File: src/rtl/zero_count_pkg.sv
// Shared types and constants for the multi-cycle zero counter.
package zero_count_pkg;

  typedef enum logic [1:0] {
    IDLE,
    SCAN,
    DONE
  } state_e;

  localparam logic MODE_TRAIL = 1'b0;
  localparam logic MODE_LEAD  = 1'b1;

endpackage

File: src/rtl/chunk_zero_count.sv
// Combinational zero count within one CHUNK-bit slice, trailing or leading.
module chunk_zero_count
  import zero_count_pkg::*;
#(
  parameter  int CHUNK = 8,
  localparam int LCW   = $clog2(CHUNK + 1)
) (
  input  logic [CHUNK-1:0] chunk,
  input  logic             mode,
  output logic             found,
  output logic [LCW-1:0]   zcount
);

  // Later loop iterations win, so each loop walks towards the bit that must take priority.
  always_comb begin
    found  = |chunk;
    zcount = LCW'(CHUNK);
    if (mode == MODE_TRAIL) begin
      for (int unsigned i = 0; i < CHUNK; i++) begin
        if (chunk[CHUNK-1-i]) zcount = LCW'(CHUNK - 1 - i);
      end
    end else begin
      for (int unsigned i = 0; i < CHUNK; i++) begin
        if (chunk[i]) zcount = LCW'(CHUNK - 1 - i);
      end
    end
  end

endmodule

File: src/rtl/zero_count_seq.sv
// Multi-cycle leading/trailing zero counter with valid/ready handshakes,
// scanning CHUNK bits per clock and stopping at the first set bit.
module zero_count_seq
  import zero_count_pkg::*;
#(
  parameter int WIDTH = 32,
  parameter int CHUNK = 8,
  parameter int CW    = $clog2(WIDTH + 1)
) (
  input  logic             clk,
  input  logic             rst_n,
  input  logic             in_valid,
  output logic             in_ready,
  input  logic [WIDTH-1:0] vec,
  input  logic             mode,
  output logic             out_valid,
  input  logic             out_ready,
  output logic [CW-1:0]    count,
  output logic             all_zero
);

  localparam int NCH = WIDTH / CHUNK;
  localparam int KW  = (NCH > 1) ? $clog2(NCH) : 1;
  localparam int LCW = $clog2(CHUNK + 1);
  localparam logic [KW-1:0] LAST = KW'(NCH - 1);

  generate
    if ((WIDTH % CHUNK) != 0 || WIDTH < 2 || CHUNK < 1) begin : g_bad_cfg
      $error("zero_count_seq: WIDTH must be >= 2 and a multiple of CHUNK");
    end
  endgenerate

  state_e           r_state;
  state_e           w_next;
  logic [WIDTH-1:0] r_vec;
  logic             r_mode;
  logic [KW-1:0]    r_k;
  logic [KW-1:0]    r_ck;
  logic [CHUNK-1:0] r_chunk;
  logic             r_cvalid;
  logic [CW-1:0]    r_count;
  logic             r_all_zero;
  logic [CHUNK-1:0] w_fetch;
  logic             w_found;
  logic [LCW-1:0]   w_lcnt;
  logic [CW-1:0]    w_total;
  logic             w_accept;
  logic             w_eval_last;

  // Chunk k is fetched into r_chunk one cycle and evaluated the next,
  // keeping the wide select mux apart from the priority/count logic.
  always_comb begin
    w_fetch = '0;
    for (int unsigned j = 0; j < NCH; j++) begin
      if (r_k == KW'(j)) begin
        if (r_mode == MODE_LEAD) w_fetch = r_vec[WIDTH-1-j*CHUNK -: CHUNK];
        else                     w_fetch = r_vec[j*CHUNK +: CHUNK];
      end
    end
  end

  chunk_zero_count #(.CHUNK(CHUNK)) u_chunk (
    .chunk  (r_chunk),
    .mode   (r_mode),
    .found  (w_found),
    .zcount (w_lcnt)
  );

  assign w_total     = CW'(r_ck * CHUNK) + CW'(w_lcnt);
  assign w_accept    = (r_state == IDLE) && in_valid;
  assign w_eval_last = (r_ck == LAST);

  always_comb begin
    w_next = r_state;
    case (r_state)
      IDLE:    if (in_valid) w_next = SCAN;
      SCAN:    if (r_cvalid && (w_found || w_eval_last)) w_next = DONE;
      DONE:    if (out_ready) w_next = IDLE;
      default: w_next = IDLE;
    endcase
  end

  always_ff @(posedge clk or negedge rst_n) begin
    if (!rst_n) r_state <= IDLE;
    else        r_state <= w_next;
  end

  always_ff @(posedge clk or negedge rst_n) begin
    if (!rst_n) begin
      r_vec      <= '0;
      r_mode     <= MODE_TRAIL;
      r_k        <= '0;
      r_ck       <= '0;
      r_chunk    <= '0;
      r_cvalid   <= 1'b0;
      r_count    <= '0;
      r_all_zero <= 1'b0;
    end else if (w_accept) begin
      r_vec    <= vec;
      r_mode   <= mode;
      r_k      <= '0;
      r_cvalid <= 1'b0;
    end else if (r_state == SCAN) begin
      r_chunk  <= w_fetch;
      r_ck     <= r_k;
      r_cvalid <= 1'b1;
      if (r_k != LAST) r_k <= r_k + 1'b1;
      if (r_cvalid) begin
        if (w_found) begin
          r_count    <= w_total;
          r_all_zero <= 1'b0;
        end else if (w_eval_last) begin
          r_count    <= CW'(WIDTH);
          r_all_zero <= 1'b1;
        end
      end
    end
  end

  assign in_ready  = (r_state == IDLE);
  assign out_valid = (r_state == DONE);
  assign count     = r_count;
  assign all_zero  = r_all_zero;

endmodule

File: config.mk
export PLATFORM = sky130hd
export DESIGN_NAME = zero_count_seq
export DESIGN_NICKNAME = d
export VERILOG_FILES = /design/src/rtl/zero_count_pkg.sv /design/src/rtl/chunk_zero_count.sv /design/src/rtl/zero_count_seq.sv
export SDC_FILE = /design/constraint.sdc
export NUM_CORES = 1
export LEC_CHECK = 0
export ABC_AREA = 1
export CAP_MARGIN = 20
export CORE_UTILIZATION = 47
export CTS_CLUSTER_SIZE = 16
export DETAILED_ROUTE_END_ITERATION = 16
export DONT_BUFFER_PORTS = 1
export SETUP_SLACK_MARGIN = 0.15
export SYNTH_ARGS = -nofsm -noshare
export SYNTH_HDL_FRONTEND = slang
export SYNTH_HIERARCHICAL = 1
export SYNTH_SLANG_ARGS = --single-unit
export TNS_END_PERCENT = 50
File: constraint.sdc
create_clock -name clk -period 3.6 [get_ports clk]
set_clock_uncertainty 0.15 [all_clocks]
set_input_delay 0.72 -clock clk [delete_from_list [all_inputs] [get_ports clk]]
set_output_delay 0.72 -clock clk [all_outputs]
set_load 0.05 [all_outputs]
==> flow_summary.toml <==
[cells_and_area]
syn_to_final_growth_pct = 4.28
diodes = 0
layout-drive-gt1-share = 0.108
ff_latch_area_um2 = 1380
fillers = 605
instances_no_fill = 453
final_area_um2 = 3170
nNetsFinal = 420
multi_input_area_um2 = 1370
final_common_cell = "nand2_1"
final_cell_mix = "nand2_1, dfrtp_1, inv_1"

[power]
ir_worst_vdd_v = 0.000506
p_int_mw = 1.65
p_seq_frac = 0.400
power_density_nw_per_um2 = 998
switching_share = 0.478
power.total_mw = 3.17
p_sw_mw = 1.51
power.leakage_nw = 1.65
power_frac_comb = 0.463
clkPwrFrac = 0.137

[place]
placed_area_um2 = 3030
dpl.hpwl_um = 4360
place.gp.congestion = 0.805
dp.cells = 444
io_buffers = 0

[grt]
grt_max_degree = 65
grt_pass1_wl_um = 10300
grt_usage = 0.205
grt_pass1_vias = 2213
grt-ovfl-total = 0
antenna_found_initial = 0

[timing]
tightest_slew_ns = 0.889
slew_headroom = 0.405
hold_viol = 0
drv_slew = 0
fin_crit_ns = 2.35
period_share = 0.654
tns_ns = 0
fmax_mhz = 425
rsz0062_at_grt = "no"
setup_viol = 0
whs_ns = 0.105

[yosys]
yosysUniqueCellTypes = 27
synthCells = 384
synthesis.nets = 427
synth.avg_cell_area_um2 = 7.92
syn-cell-area_um2 = 3040
ys_ff_latch = 55
synth_warnings = 6
synth_sequential_area_ratio = 0.452

[clocking]
cts_buffer_depth = 2
cts_tree = "yes"
clock_sinks = 55
htreeDepth = 2
cts_setup_buffers = 0
clk_pin_slew_ns = 0.10
clk_latency_ns = 0.32
cts_resized = 0
cts_hold_buf = 1
clockRootBuffer = "clkbuf_8"
cts_buffers = 5

[floorplanning]
fp-row-count = 28
initial_core_util = 0.499
dieArea_um2 = 6800
io_pins = 46
dieHeight_um = 82.4
core_area_um2 = 6100
die_x_um = 82.4

[setup_path]
cp_slowest_stage_delay_ns = 0.71
crit_buf_inv = 0
worstSetupStartpoint = "r_state[0]$_DFFE_PN0P_"
path_delay_family = "simple AND/OR/NAND/NOR gates"
critical_path_class = "reg2out"
cp-start-kind = "flop"
crit_arrival_ns = 1.48
path_cells = "nor2_1"
end_kind = "output pin"
path_max_fanout = 4
cp_data_required_time_ns = 2.73
regToRegStartpoint = "r_mode$_DFFE_PN0P_"
slowest_stage = "nor2_1"

[run_status]
status = "finished clean"

[routing]
ant_nets = 0
drtPass1Iterations = 5
wire_per_inst_um = 13.7
drt_iter0_drc = 85
route.detailed.drc = 0
vias = 2352
vias_per_cell = 5.19
wl_um = 6220

[run]
max_cap_violations = 0

[min_path]
hold_path.class = "in2async"
per-layer routing:
metal | up-vias | GRT usage | routed length, um
met4 | 0 | 0.0789 | 110
met5 | - | 0 | 0
li1 | 1204 | - | -
met3 | 11 | 0.0429 | 235
met2 | 43 | 0.326 | 2890
met1 | 1094 | 0.271 | 2990
final timing paths:
check	end	slack (ns)	depth (start not counted)
max	out_valid	1.25	1
min	r_ck[1]$_DFFE_PN0P_	0.10	1
max reg2reg	r_chunk[2]$_DFFE_PN0P_	1.51	8
min reg2reg	r_cvalid$_DFFE_PN0P_	0.37	2
max in group asynchronous	r_vec[20]$_DFFE_PN0P_	2.96	1
min in group clk	r_state[1]$_DFFE_PN0P_	0.34	1
worst register-to-register path: stages (launching register included):
cell      delay (ns)
dfrtp_1         0.89
buf_4           0.41
nand2_1         0.10
o211ai_1        0.10
o21ai_0         0.12
nand2_1         0.07
nand2_1         0.06
nand2_1         0.06
nand2_1         0.05
stage by stage:
step | setup WS, ns | utilization
final | 1.25 | 0.520
after CTS | 1.23 | 0.520
after global placement | 1.58 | 0.497
after floorplan | 1.63 | -
after detailed placement | 1.52 | 0.497
after global routing | 1.17 | 0.520
state kept, by name (all words and copies together) (netlist names):
name and cells:
all_zero 1, count 6, r_chunk 8, r_ck 2, r_cvalid 1, r_k 2, r_mode 1, r_state 2
r_vec 32
layout make-up:
type                       instances  area share
inverter                          49      0.0580
clock buffer                       6      0.0260
sequential                        55       0.434
clock inverter                     2      0.0110
tap                               75      0.0296
multi-input combinational        264       0.430
timing repair buffer               2      0.0110
logic make-up (layout without fill, tap and decap cells):
logic type,count (synthesis),in the layout,synth area share
AOI/OAI and AO/OA,86,86,0.172
adders and majority gates,6,6,0.0247
buffers and inverters,65,59,0.0987
DFF,55,55,0.452
muxes,5,5,0.0185
and+or+nand+nor,167,167,0.233
cell usage after synthesis, drive strengths merged:
master  number  area (um2)
o21ai       26         130
a21oi       43         260
o31ai        1        7.51
a22oi        5        37.5
dfrtp       55        1380
nand2      109         419
inv         49         184
mux2         5        56.3
o211ai       9        72.6
buf         16         116
or2          1        8.76
nor2        45         216
o21a         1        7.51
o22a         1        8.76
ha           6        75.1
nand3       12        65.1
power groups by stage:
| stage | registers, mW | logic, mW | clock network (mW) |
|---|---|---|---|
| detailed placement | 1.28 | 1.46 | 0 |
| global placement | 1.28 | 1.43 | 0 |
| finish | 1.27 | 1.47 | 0.433 |
| floorplan | 1.19 | 1.31 | 0 |
| global route | 1.32 | 1.70 | 0.460 |
| CTS | 1.27 | 1.48 | 0.441 |
No activity file was read; power rests on OpenSTA's default activity.
==> patch: new RTL, config.mk and constraints unchanged <==
Reset style: synchronous (`rst_n`), changed in 2 clocked blocks.
--- a/src/rtl/zero_count_seq.sv
+++ b/src/rtl/zero_count_seq.sv
@@ -80,12 +80,12 @@
     endcase
   end
 
-  always_ff @(posedge clk or negedge rst_n) begin
+  always_ff @(posedge clk) begin
     if (!rst_n) r_state <= IDLE;
     else        r_state <= w_next;
   end
 
-  always_ff @(posedge clk or negedge rst_n) begin
+  always_ff @(posedge clk) begin
     if (!rst_n) begin
       r_vec      <= '0;
       r_mode     <= MODE_TRAIL;
Check against the original RTL: differs if rst_n is asserted again (counterexample within 4 cycles, from zero or initial values and one cycle with rst_n low); with rst_n held inactive, the same outputs for 10 cycles.
==> patch against the unedited design <==
  * Die area is 6.9% lower
  * Routed wire length down 2.5%
  * Sequential cell count stayed put
  * Design area shrank 9.7%
  * Via count is 2.6% higher
  * Maximum frequency is 4.6% higher
  * Sequential share of layout area shrank 4.9 points
  * Worst setup slack improved by 0.10 ns
  * Non-clock buffer count decreased by 1
  * Area after synthesis fell by 7.0%
  * Largest cell class is now multi-input gates
  * Highest routed layer unchanged
Power is not compared: it rests on default switching activity, and its combinational part moved more than twofold at a synthesized area within 25%.
==> patch: results (changes against the unedited design) <==
Synth
  – Synth cell count leaders: 103 x sky130_fd_sc_hd__nand2_1, 62 x sky130_fd_sc_hd__a21oi_1, 55 x sky130_fd_sc_hd__dfxtp_1, 55 x sky130_fd_sc_hd__inv_1, 51 x sky130_fd_sc_hd__o21ai_0
  – Number of unique standard cell types used by synthesis: 22 (-19%)
  – Leading post-synthesis cells by cell area: sky130_fd_sc_hd__dfxtp_1 39%, sky130_fd_sc_hd__nand2_1 14%, sky130_fd_sc_hd__a21oi_1 11%
  – Share of flip-flops with an asynchronous set or reset: 0% (-100 points)
  – Mapped Avg Cell Area: 6.78 um^2 (-14%)
  – Share of synthesized area occupied by flip-flops and latches: 38.9% (-6.3 points)
  – Syn nets: 460 (+7.7%)
  – Number of warnings printed during yosys synthesis: 6 (unchanged)
  – Commonest register cell after synthesis: sky130_fd_sc_hd__dfxtp_1

Worst setup path
  – Critical path arrival: 1.38 ns (-0.10 ns)
  – Highest net fanout along the worst path: 3 (-1)

Placement
  – Total cell area at the placement stage: 2790 um^2 (-7.8%)
  – HPWL Detailed: 4220 um (-3.3%)
  – Placer Congestion: 0.733 (-8.9%)
  – Setup WS pre-CTS: 1.51 ns (-0.00315 ns)

Global route
  – Wire length of the first global-routing pass: 10100 um (-2.0%)
  – Number of global-route vias before repair: 2167 (-2.1%)
  – Global-route usage over all layers: 20.7% (+0.26 points)
  – Largest net degree at the start of global routing: 67 (+3.1%)

Clocking
  – Worst-skew pair later-pin latency: 0.30 ns (-0.02 ns)

Cells and area
  – Fraction of final layout cells sized beyond drive strength 1: 5.47% (-5.4 points)
  – Count of multi-input gates: 281 (+6.4%)
  – Register area: 1100 um^2 (-20%)
  – Fin nets: 446 (+6.2%)
  – Post-layout utilization of the core: 50.8% (-1.3 points)
  – Non-clock buffering overhead in the final layout: 0.262% (-0.84 points)
  – Nonclk inv count: 59 (+20%)
  – Num sequential: 55 (unchanged)
  – Nonclk buf count: 1 (-1)
  – Fill cells: 596 (-1.5%)
  – Share of final layout cell area taken by clock buffers and inverters: 2.53% (-1.2 points)
  – Multi-input logic portion of the cell area: 47.9% (+4.8 points)

Detailed routing
  – Detail-routed net length per standard cell: 12.8 um (-6.8%)
  – Initial drt markers: 106 (+25%)
  – Via count normalized by instance count: 5.09 (-2.0%)

Timing
  – Actual slew at the worst max-slew pin: 0.932 ns (+0.0429 ns)

Run status
  – Status: completed

Hold path
  – Worst min-delay path class: reg -> reg
[patch: cell types whose count changed after synthesis, moves of 5 or more]
cell / change
sky130_fd_sc_hd__dfxtp_1: +55
sky130_fd_sc_hd__inv_1: +8
sky130_fd_sc_hd__o211ai_1: -8
sky130_fd_sc_hd__a21oi_1: +31
sky130_fd_sc_hd__nor2_1: -27
sky130_fd_sc_hd__mux2_2: -5
sky130_fd_sc_hd__o21ai_0: +28
sky130_fd_sc_hd__clkbuf_1: +9
sky130_fd_sc_hd__nand3_1: +10
sky130_fd_sc_hd__a21oi_2: -12
sky130_fd_sc_hd__dfrtp_1: -55
sky130_fd_sc_hd__nor2_2: +5
[patch: worst register-to-register path, delay by kind of cell, from the launching register on]
kind,cells,cell delay (ns)
adder cells (fa/ha/maj),1,0.33
flip-flops,1,0.37
AO/OA/AOI/OAI,1,0.12
buffers and inverters,1,0.10
AND/OR/NAND/NOR,6,0.90
[patch: worst paths after layout]
| path | startpoint | endpoint | slack [ns] | cells past startpoint |
|---|---|---|---|---|
| worst max-delay path | r_state[1] | out_valid | 1.35 | 2 |
| worst min-delay path | r_vec[16] | r_vec[16] | 0.32 | 2 |
| worst max register to register | r_k[1] | r_chunk[3] | 1.56 | 9 |
| worst min register to register | r_vec[16] | r_vec[16] | 0.32 | 2 |
[patch: cell families (layout without fill, tap and decap cells)]
family	Yosys count	after routing	share of synthesized area, %
simple gates	146	146	22.0
buf+inv	81	66	12.6
flops	55	55	38.9
fa+ha+maj	6	6	2.65
compound gates	129	129	23.8
[patch: metal layers]
layer | global-route usage, % | vias to the layer above | wire length [um]
li1 | - | 1307 | -
met1 | 29.7 | 1051 | 3200
met2 | 30.6 | 46 | 2500
met3 | 3.77 | 8 | 279
met4 | 7.64 | 0 | 83
met5 | 0 | - | 0
